**src/rtl/safe_lock_actuator.sv**
```systemverilog
// Bolt solenoid sequencer: unlock hold window, door-ajar wait, failed-attempt lockout.
// Optional `SAFE_TAMPER_ALARM_EN: decisions during lockout extend it and pulse tamper.
module safe_lock_actuator #(
  parameter int unsigned MAX_FAIL       = 3,
  parameter int unsigned UNLOCK_CYCLES  = 16,
  parameter int unsigned LOCKOUT_CYCLES = 64,
  parameter int unsigned TMR_W          = 16
) (
  input  logic                            clk,
  input  logic                            rstn,
  input  logic                            res_val,
  input  logic                            res_data,
  input  logic                            door_closed,
  output logic                            solenoid_en,
  output logic                            lockout,
  output logic [$clog2(MAX_FAIL+1)-1:0]   fail_cnt,
  output logic [1:0]                      state_o,
  output logic                            tamper
);

  localparam int unsigned        FW         = $clog2(MAX_FAIL + 1);
  localparam logic [TMR_W-1:0]   UNLOCK_LD  = TMR_W'(UNLOCK_CYCLES - 1);
  localparam logic [TMR_W-1:0]   LOCKOUT_LD = TMR_W'(LOCKOUT_CYCLES - 1);
  localparam logic [FW-1:0]      FAIL_MAX   = FW'(MAX_FAIL);
  localparam logic [FW-1:0]      FAIL_LAST  = FW'(MAX_FAIL - 1);

  typedef enum logic [1:0] {
    LOCKED   = 2'd0,
    UNLOCKED = 2'd1,
    AJAR     = 2'd2,
    LOCKOUT  = 2'd3
  } state_e;

  state_e           state_q, state_d;
  logic [TMR_W-1:0] tmr_q, tmr_d;
  logic [FW-1:0]    fail_q, fail_d;
  logic             solenoid_q, lockout_q;
`ifdef SAFE_TAMPER_ALARM_EN
  logic             tamper_q, tamper_d;
`endif

  always_comb begin
    state_d  = state_q;
    tmr_d    = tmr_q;
    fail_d   = fail_q;
`ifdef SAFE_TAMPER_ALARM_EN
    tamper_d = 1'b0;
`endif
    case (state_q)
      LOCKED: begin
        if (res_val) begin
          if (res_data) begin
            state_d = UNLOCKED;
            tmr_d   = UNLOCK_LD;
            fail_d  = '0;
          end else if (fail_q == FAIL_LAST) begin
            state_d = LOCKOUT;
            tmr_d   = LOCKOUT_LD;
            fail_d  = FAIL_MAX;
          end else begin
            fail_d  = fail_q + FW'(1);
          end
        end
      end
      UNLOCKED: begin
        if (tmr_q == '0) state_d = door_closed ? LOCKED : AJAR;
        else             tmr_d   = tmr_q - TMR_W'(1);
      end
      AJAR: begin
        if (door_closed) state_d = LOCKED;
      end
      LOCKOUT: begin
`ifdef SAFE_TAMPER_ALARM_EN
        // A decision seen during lockout wins over expiry on the same edge.
        if (res_val) begin
          tmr_d    = LOCKOUT_LD;
          tamper_d = 1'b1;
        end else
`endif
        if (tmr_q == '0) begin
          state_d = LOCKED;
          fail_d  = '0;
        end else begin
          tmr_d   = tmr_q - TMR_W'(1);
        end
      end
      default: state_d = LOCKED;
    endcase
  end

  // Output flops load from the next state so they track state_q exactly.
  always_ff @(posedge clk or negedge rstn) begin
    if (!rstn) begin
      state_q    <= LOCKED;
      tmr_q      <= '0;
      fail_q     <= '0;
      solenoid_q <= 1'b0;
      lockout_q  <= 1'b0;
`ifdef SAFE_TAMPER_ALARM_EN
      tamper_q   <= 1'b0;
`endif
    end else begin
      state_q    <= state_d;
      tmr_q      <= tmr_d;
      fail_q     <= fail_d;
      solenoid_q <= (state_d == UNLOCKED);
      lockout_q  <= (state_d == LOCKOUT);
`ifdef SAFE_TAMPER_ALARM_EN
      tamper_q   <= tamper_d;
`endif
    end
  end

  assign solenoid_en = solenoid_q;
  assign lockout     = lockout_q;
  assign fail_cnt    = fail_q;
  assign state_o     = state_q;
`ifdef SAFE_TAMPER_ALARM_EN
  assign tamper      = tamper_q;
`else
  assign tamper      = 1'b0;
`endif

endmodule
```
**config.mk**
```make
export PLATFORM = sky130hd
export DESIGN_NAME = safe_lock_actuator
export DESIGN_NICKNAME = d
export VERILOG_FILES = /design/src/rtl/safe_lock_actuator.sv
export SDC_FILE = /design/constraint.sdc
export NUM_CORES = 1
export LEC_CHECK = 0
export CAP_MARGIN = 25
export CORE_MARGIN = 5
export CORE_UTILIZATION = 59
export CTS_BUF_LIST = sky130_fd_sc_hd__clkbuf_8 sky130_fd_sc_hd__clkbuf_16
export DETAILED_ROUTE_END_ITERATION = 8
export DONT_BUFFER_PORTS = 1
export PLACE_DENSITY = 0.71
export SLEW_MARGIN = 10
export SYNTH_ARGS = -nofsm -noshare
export SYNTH_HDL_FRONTEND = slang
export SYNTH_SLANG_ARGS = --single-unit
```
**constraint.sdc**
```tcl
create_clock -name clk -period 2.4 [get_ports clk]
set_input_delay 0.48 -clock clk [delete_from_list [all_inputs] [get_ports clk]]
set_output_delay 0.48 -clock clk [all_outputs]
set_load 0.05 [all_outputs]
```
==> results.cfg, run 1 <==
[outcome]
status = finished, final reports clean

[cts]
h-tree-depth = 1
cts_buffers = 3
clk_pin_slew_ns = 0.07
cts_tree = done
clkSinkCount = 22
clk_latency_ns = 0.26
root_buffer = clkbuf_8
postCtsSetupBuffers = 0
clock_path_buffers = 2

[die]
coreArea_mm2 = 0.00200
die_h_um = 56.3
start_util_pct = 63.1
io_pins = 12
die_x_um = 56.3
rows = 16
dieArea_mm2 = 0.00316

[logic_synthesis]
syn-num-nets = 138
synth_edf_count = 0
ys.flop_type = dfrtp_1
yosysSeqAreaShare_pct = 43.6
postSynth.asyncResetShare_pct = 100
syn_area_mm2 = 0.00126
syn_avg_cell_area_um2 = 9.64
ys.warnings.count = 0
ys_top_cells_by_area = dfrtp_1, o21ai_0, a21oi_1
ys_types = 41
ys_ff_latch = 22
yosysTopAreaCell = dfrtp_1
netlist_instances = 131
synth_top_area_share_pct = 43.6

[route]
drc = 0
routed_via_density = 6.67
wl_per_cell_um = 16.8
via_count = 1120
dr.pass1.iters = 4
ant_nets = 0
first_iter_violations = 20
wirelength_um = 2820

[worst_setup_path]
crit_end = tmr_q[8]
endpoint_kind = flip-flop
worstPathRequired_ns = 2.59
rr_worst_depth = 6
worstPathCellList = inv_1 > ha_1 > or4b_4 > a41o_1 > or3_1 > a21oi_1
startpoint = tmr_q[0]
crit_type = reg -> reg
timing.rr.start = tmr_q[0]
slowest_stage = or4b_4
arrival_ns = 2.21
cpPeakStageDelay_ns = 0.51
r2r-end = tmr_q[8]
crit_fanout = 6
reg2reg_setup_slack_ns = 0.38
worst_setup_path_start_kind = flip-flop

[place]
post-dp-hpwl_um = 2040
place_congestion = 0.800
numPortBuffers = 0

[global_routing]
grt_max_degree = 23
antenna_found_initial = 0
grt_pass1_wl_um = 5040
grt_util_all_layers_pct = 19.8
grt_pass1_vias = 1054
grt-ovfl-total = 0

[timing]
setup_violations = 0
final.setup.tns_ns = 0
max-slew-margin-rel_pct = 39.4
finalHoldViolCount = 0
tightestPinTransition_ns = 0.899
drv_slew = 0
timing.hold.ws_ns = 0.386
fin_skew_ns = 0.00163
fin_crit_ns = 2.02
finalCritPeriodShare_pct = 84.2
rsz0062_at_grt = false
max_freq_ghz = 0.495

[power_and_ir_drop]
power_mw = 0.666
p_per_area_mw_per_mm2 = 473
cellLeakagePower_nw = 0.549
peakVddDrop_v = 0.000415

[hold_path]
hp-class = in -> reg

[cells_and_area]
nets = 150
antenna_cells = 0
area_delta_synth_final_pct = 11.5
drive_gt1_share_pct = 12.1

[flow_run]
max_cap_viol_count = 0
timing repair:
action / in CTS / in global routing
hold buffers: 1 / 0
resized for setup: 0 / 0
hold endpoints to repair: 22 / 0
worst max-delay path: cells and delay by family (launching register included):
kind,cells,cell delay (ns)
AO/OA/AOI/OAI,2,0.42
adder cells (fa/ha/maj),1,0.18
buffers and inverters,1,0.08
flip-flops,1,0.43
AND/OR/NAND/NOR,2,0.83
power breakdown:
part	internal [mW]	switching, mW	leakage, nW
registers	0.381	0.0176	0.247
logic	0.0161	0.0270	0.281
clock network	0.112	0.112	0.0216
total	0.509	0.156	0.549
cell type report:
type | instances | area, um2
multi-input combinational | 100 | 674
fill | 153 | 594
sequential | 22 | 551
timing repair buffer | 10 | 85.1
clock buffer | 3 | 41.3
tap | 27 | 33.8
inverter | 6 | 22.5
layout by cell type, fill, tap and decap left out, types with 2 or more instances in the layout:
cell type / synthesis / final
nor2_1: 6 / 6
o21ai_0: 11 / 11
a21oi_1: 10 / 10
dfrtp_1: 22 / 22
or4b_4: 2 / 2
clkbuf_8: 0 / 3
a2111oi_0: 2 / 2
nor2b_1: 2 / 2
a21o_1: 2 / 2
a211oi_1: 2 / 2
nand2b_1: 4 / 4
nor4_1: 3 / 3
inv_1: 6 / 6
or4_1: 4 / 4
o311ai_0: 2 / 2
o31ai_1: 6 / 6
nand4_1: 2 / 2
mux2i_1: 4 / 4
nand2_1: 8 / 8
a32o_1: 2 / 2
nor3_1: 3 / 3
ha_1: 2 / 2
or3_1: 6 / 6
buf_4: 1 / 8
Yosys cell counts (all sizes together) (3+ instances only):
| library cell | number |
|---|---|
| a21oi | 10 |
| dfrtp | 22 |
| inv | 6 |
| mux2i | 4 |
| nand2 | 8 |
| nand2b | 4 |
| nor2 | 6 |
| nor3 | 3 |
| nor4 | 3 |
| o21ai | 12 |
| o31ai | 6 |
| or3 | 6 |
| or4 | 4 |
layer usage:
| layer | vias up | wire length, um | track usage [%] |
|---|---|---|---|
| li1 | 529 | - | - |
| met1 | 541 | 1310 | 27.2 |
| met2 | 42 | 1280 | 30.6 |
| met3 | 8 | 184 | 5.05 |
| met4 | 0 | 48 | 6.44 |
| met5 | - | 0 | 0 |
worst min path at each step:
stage,startpoint,end,slack [ns],cells past startpoint
after CTS,res_val,solenoid_en,0.38,2
after global placement,rstn,tmr_q[11],0.18,0
final,res_data,solenoid_en,0.39,2
after floorplan,rstn,fail_cnt[0],0.18,0
after global routing,res_data,solenoid_en,0.39,2
after detailed placement,rstn,tmr_q[15],0.19,0
state kept, by name, indices dropped and copies added (netlist names):
register / cells
fail_cnt: 2
state_o: 2
solenoid_en: 1
tmr_q: 16
lockout: 1
per-stage QoR:
step / std cells / cell area, um2 / worst slack [ns] / utilization [%]
3_3_place_gp: 163 / 1340 / 0.442 / 67.0
6_report: 168 / 1410 / 0.380 / 70.3
5_1_grt: 168 / 1410 / 0.199 / 70.3
4_1_cts: 167 / 1390 / 0.376 / 69.6
3_5_place_dp: 163 / 1340 / 0.402 / 67.0
2_1_floorplan: 131 / 1260 / 0.344 / -
cells by family after synthesis:
group / synth area share (%)
simple gates: 25.5
compound gates: 22.5
flops: 43.6
buf+inv: 2.97
mux: 3.17
fa+ha+maj: 1.98
other cells: 0.297
No activity file was read; power rests on OpenSTA's default activity.
==> run 2: changes to the inputs <==
--- a/config.mk
+++ b/config.mk
@@ -7,11 +7,11 @@
 export LEC_CHECK = 0
 export CAP_MARGIN = 25
 export CORE_MARGIN = 5
-export CORE_UTILIZATION = 59
+export CORE_UTILIZATION = 55
 export CTS_BUF_LIST = sky130_fd_sc_hd__clkbuf_8 sky130_fd_sc_hd__clkbuf_16
 export DETAILED_ROUTE_END_ITERATION = 8
 export DONT_BUFFER_PORTS = 1
-export PLACE_DENSITY = 0.71
+export PLACE_DENSITY = 0.69
 export SLEW_MARGIN = 10
 export SYNTH_ARGS = -nofsm -noshare
 export SYNTH_HDL_FRONTEND = slang
==> constraint.sdc (replaced) <==
create_clock -name clk -period 1.8 [get_ports clk]
set_input_delay 0.36 -clock clk [delete_from_list [all_inputs] [get_ports clk]]
set_output_delay 0.36 -clock clk [all_outputs]
set_load 0.05 [all_outputs]
==> run 2 against run 1 <==
Against the previous run:
- sequential power grew 34%
- hold slack got worse by 0.079 ns
- die area increased by 6.0%
- critical path type unchanged
- fmax increased by 5.0%
- largest power group unchanged
- first-iteration DRC count rose to 4.6 times the previous value
- register-to-register slack got worse by 0.50 ns
- critical path depth did not move
- the flow now finishes with violations (negative setup slack)
- highest routed layer unchanged
==> results.cfg, run 2 (synthesized netlist as in run 1, its figures left out) <==
[timing]
drv_slew = 0
finalCritPeriodShare_pct = 107
setup_violations = 7
max_freq_ghz = 0.520
fin_skew_ns = 0.00958
final.setup.tns_ns = -0.712
rsz0062_at_grt = true
max-slew-margin-rel_pct = 56.1
tightestPinTransition_ns = 0.652
postLayoutSetupSlackWorst_ns = -0.123
fin_crit_ns = 1.92
finalHoldViolCount = 0

[worst_setup_path]
crit_end = tmr_q[10]
crit_type = reg -> reg
worstPathRequired_ns = 1.99
reg2reg_setup_slack_ns = -0.12
timing.rr.start = tmr_q[1]
r2r-end = tmr_q[10]
crit_fanout = 6
worst_setup_path_start_kind = flip-flop
rr_worst_depth = 6
endpoint_kind = flip-flop
arrival_ns = 2.12
startpoint = tmr_q[1]

[power_and_ir_drop]
peakVddDrop_v = 0.000573
seqPwrFrac_pct = 49.1
power.switching_mw = 0.249
cellLeakagePower_nw = 0.737
power.share.clock_pct = 43.5
power_mw = 1.09
power_frac_comb_pct = 7.4
p_sw_share_pct = 22.9
p_int_mw = 0.837
p_per_area_mw_per_mm2 = 598

[route]
dr.pass1.iters = 4
wirelength_um = 3870
drc = 0
wl_per_cell_um = 19.3
ant_nets = 0
first_iter_violations = 92
routed_via_density = 6.53
via_count = 1312

[cells_and_area]
nets = 181
regMostFlops = tmr_q
regArea_um2 = 553
antenna_cells = 0
area_delta_synth_final_pct = 43.9
multi_input_area_um2 = 810
largest_reg_flops = 16
layout_commonest_cell = buf_4
fill_cells = 124
drive_gt1_share_pct = 42.8
layout_common_cells = buf_4, dfrtp_1, o21ai_0
fin_area_mm2 = 0.00182

[die]
io_pins = 12
die_h_um = 57.9
start_util_pct = 57.1
coreArea_mm2 = 0.00221
dieArea_mm2 = 0.00335
die_x_um = 57.9
rows = 17

[global_routing]
grt_util_all_layers_pct = 22.7
antenna_found_initial = 0
grt-ovfl-total = 0
grt_max_degree = 23
grt_pass1_wl_um = 5890
grt_pass1_vias = 1307

[cts]
cts_tree = done
h-tree-depth = 1
root_buffer = clkbuf_8
clkSinkCount = 22
clock_path_buffers = 2
clk_latency_ns = 0.27
cts_buffers = 3
clk_pin_slew_ns = 0.09

[hold_path]
hp-class = in -> reg

[outcome]
status = finished with violations
violations = negative setup slack

[flow_run]
max_cap_viol_count = 0

[place]
post-dp-hpwl_um = 2510
place_congestion = 0.775
place_area_mm2 = 0.00153
numPortBuffers = 0
## run 2: cell count changes in the layout (fill, tap and decap cells not counted), sizes merged
cell | before | now
bufinv | 0 | 1
buf | 9 | 40
## run 2: worst min path at each step
| stage | startpoint | end | cells after the start |
|---|---|---|---|
| final | res_data | solenoid_en | 2 |
| after global routing | res_data | solenoid_en | 2 |
| after CTS | res_data | solenoid_en | 2 |
| after detailed placement | rstn | tmr_q[11] | 0 |
| after global placement | rstn | tmr_q[11] | 0 |
| after floorplan | rstn | fail_cnt[0] | 0 |
## run 2: what timing repair did
action | CTS | global route
buffers inserted | 4 | 3
endpoints found under the setup margin | 14 | 20
hold endpoints to repair | 22 | 0
pin swaps | 7 | 4
resized for setup | 16 | 18
hold buffers | 1 | 0
## run 2: layout make-up
cell class / count / share of cell area [%]
clock inverters: 1 / 1.65
flip-flops and latches: 22 / 30.4
clock buffers: 3 / 2.27
multi-input cells: 100 / 44.6
well taps: 28 / 1.93
repair buffers: 41 / 17.9
inverters: 6 / 1.24
## run 2: routing by layer
metal / global-route usage [%] / up-vias / part of all wire [%]
met5: 0 / - / 0
met4: 12.6 / 0 / 4.6
met3: 4.01 / 24 / 5.2
met2: 36.9 / 63 / 49
met1: 28.5 / 635 / 41
li1: - / 590 / -
## run 2: power groups by stage
stage                     clock network (mW)  registers [mW]  logic, mW
after floorplan                            0           0.542     0.0327
after global placement                     0           0.537     0.0517
after detailed placement                   0           0.539     0.0541
after CTS                              0.475           0.529     0.0705
after global routing                   0.514           0.535     0.0877
final                                  0.472           0.533     0.0806
## run 2: critical path: stages, from the launching register on
cell	delay [ns]
dfrtp_1	0.40
inv_2	0.08
ha_4	0.13
or4b_4	0.48
a41o_1	0.28
or3_4	0.34
a21oi_2	0.13
## run 2: metrics by stage
step	util (%)	worst slack (ns)	hold WS, ns	instances
2_1_floorplan	-	-0.0976	0.0644	131
3_3_place_gp	69.2	-0.0502	0.0649	188
3_5_place_dp	69.2	-0.168	0.0651	188
4_1_cts	76.8	-0.124	0.254	197
5_1_grt	82.1	-0.278	0.315	201
6_report	82.1	-0.123	0.307	201
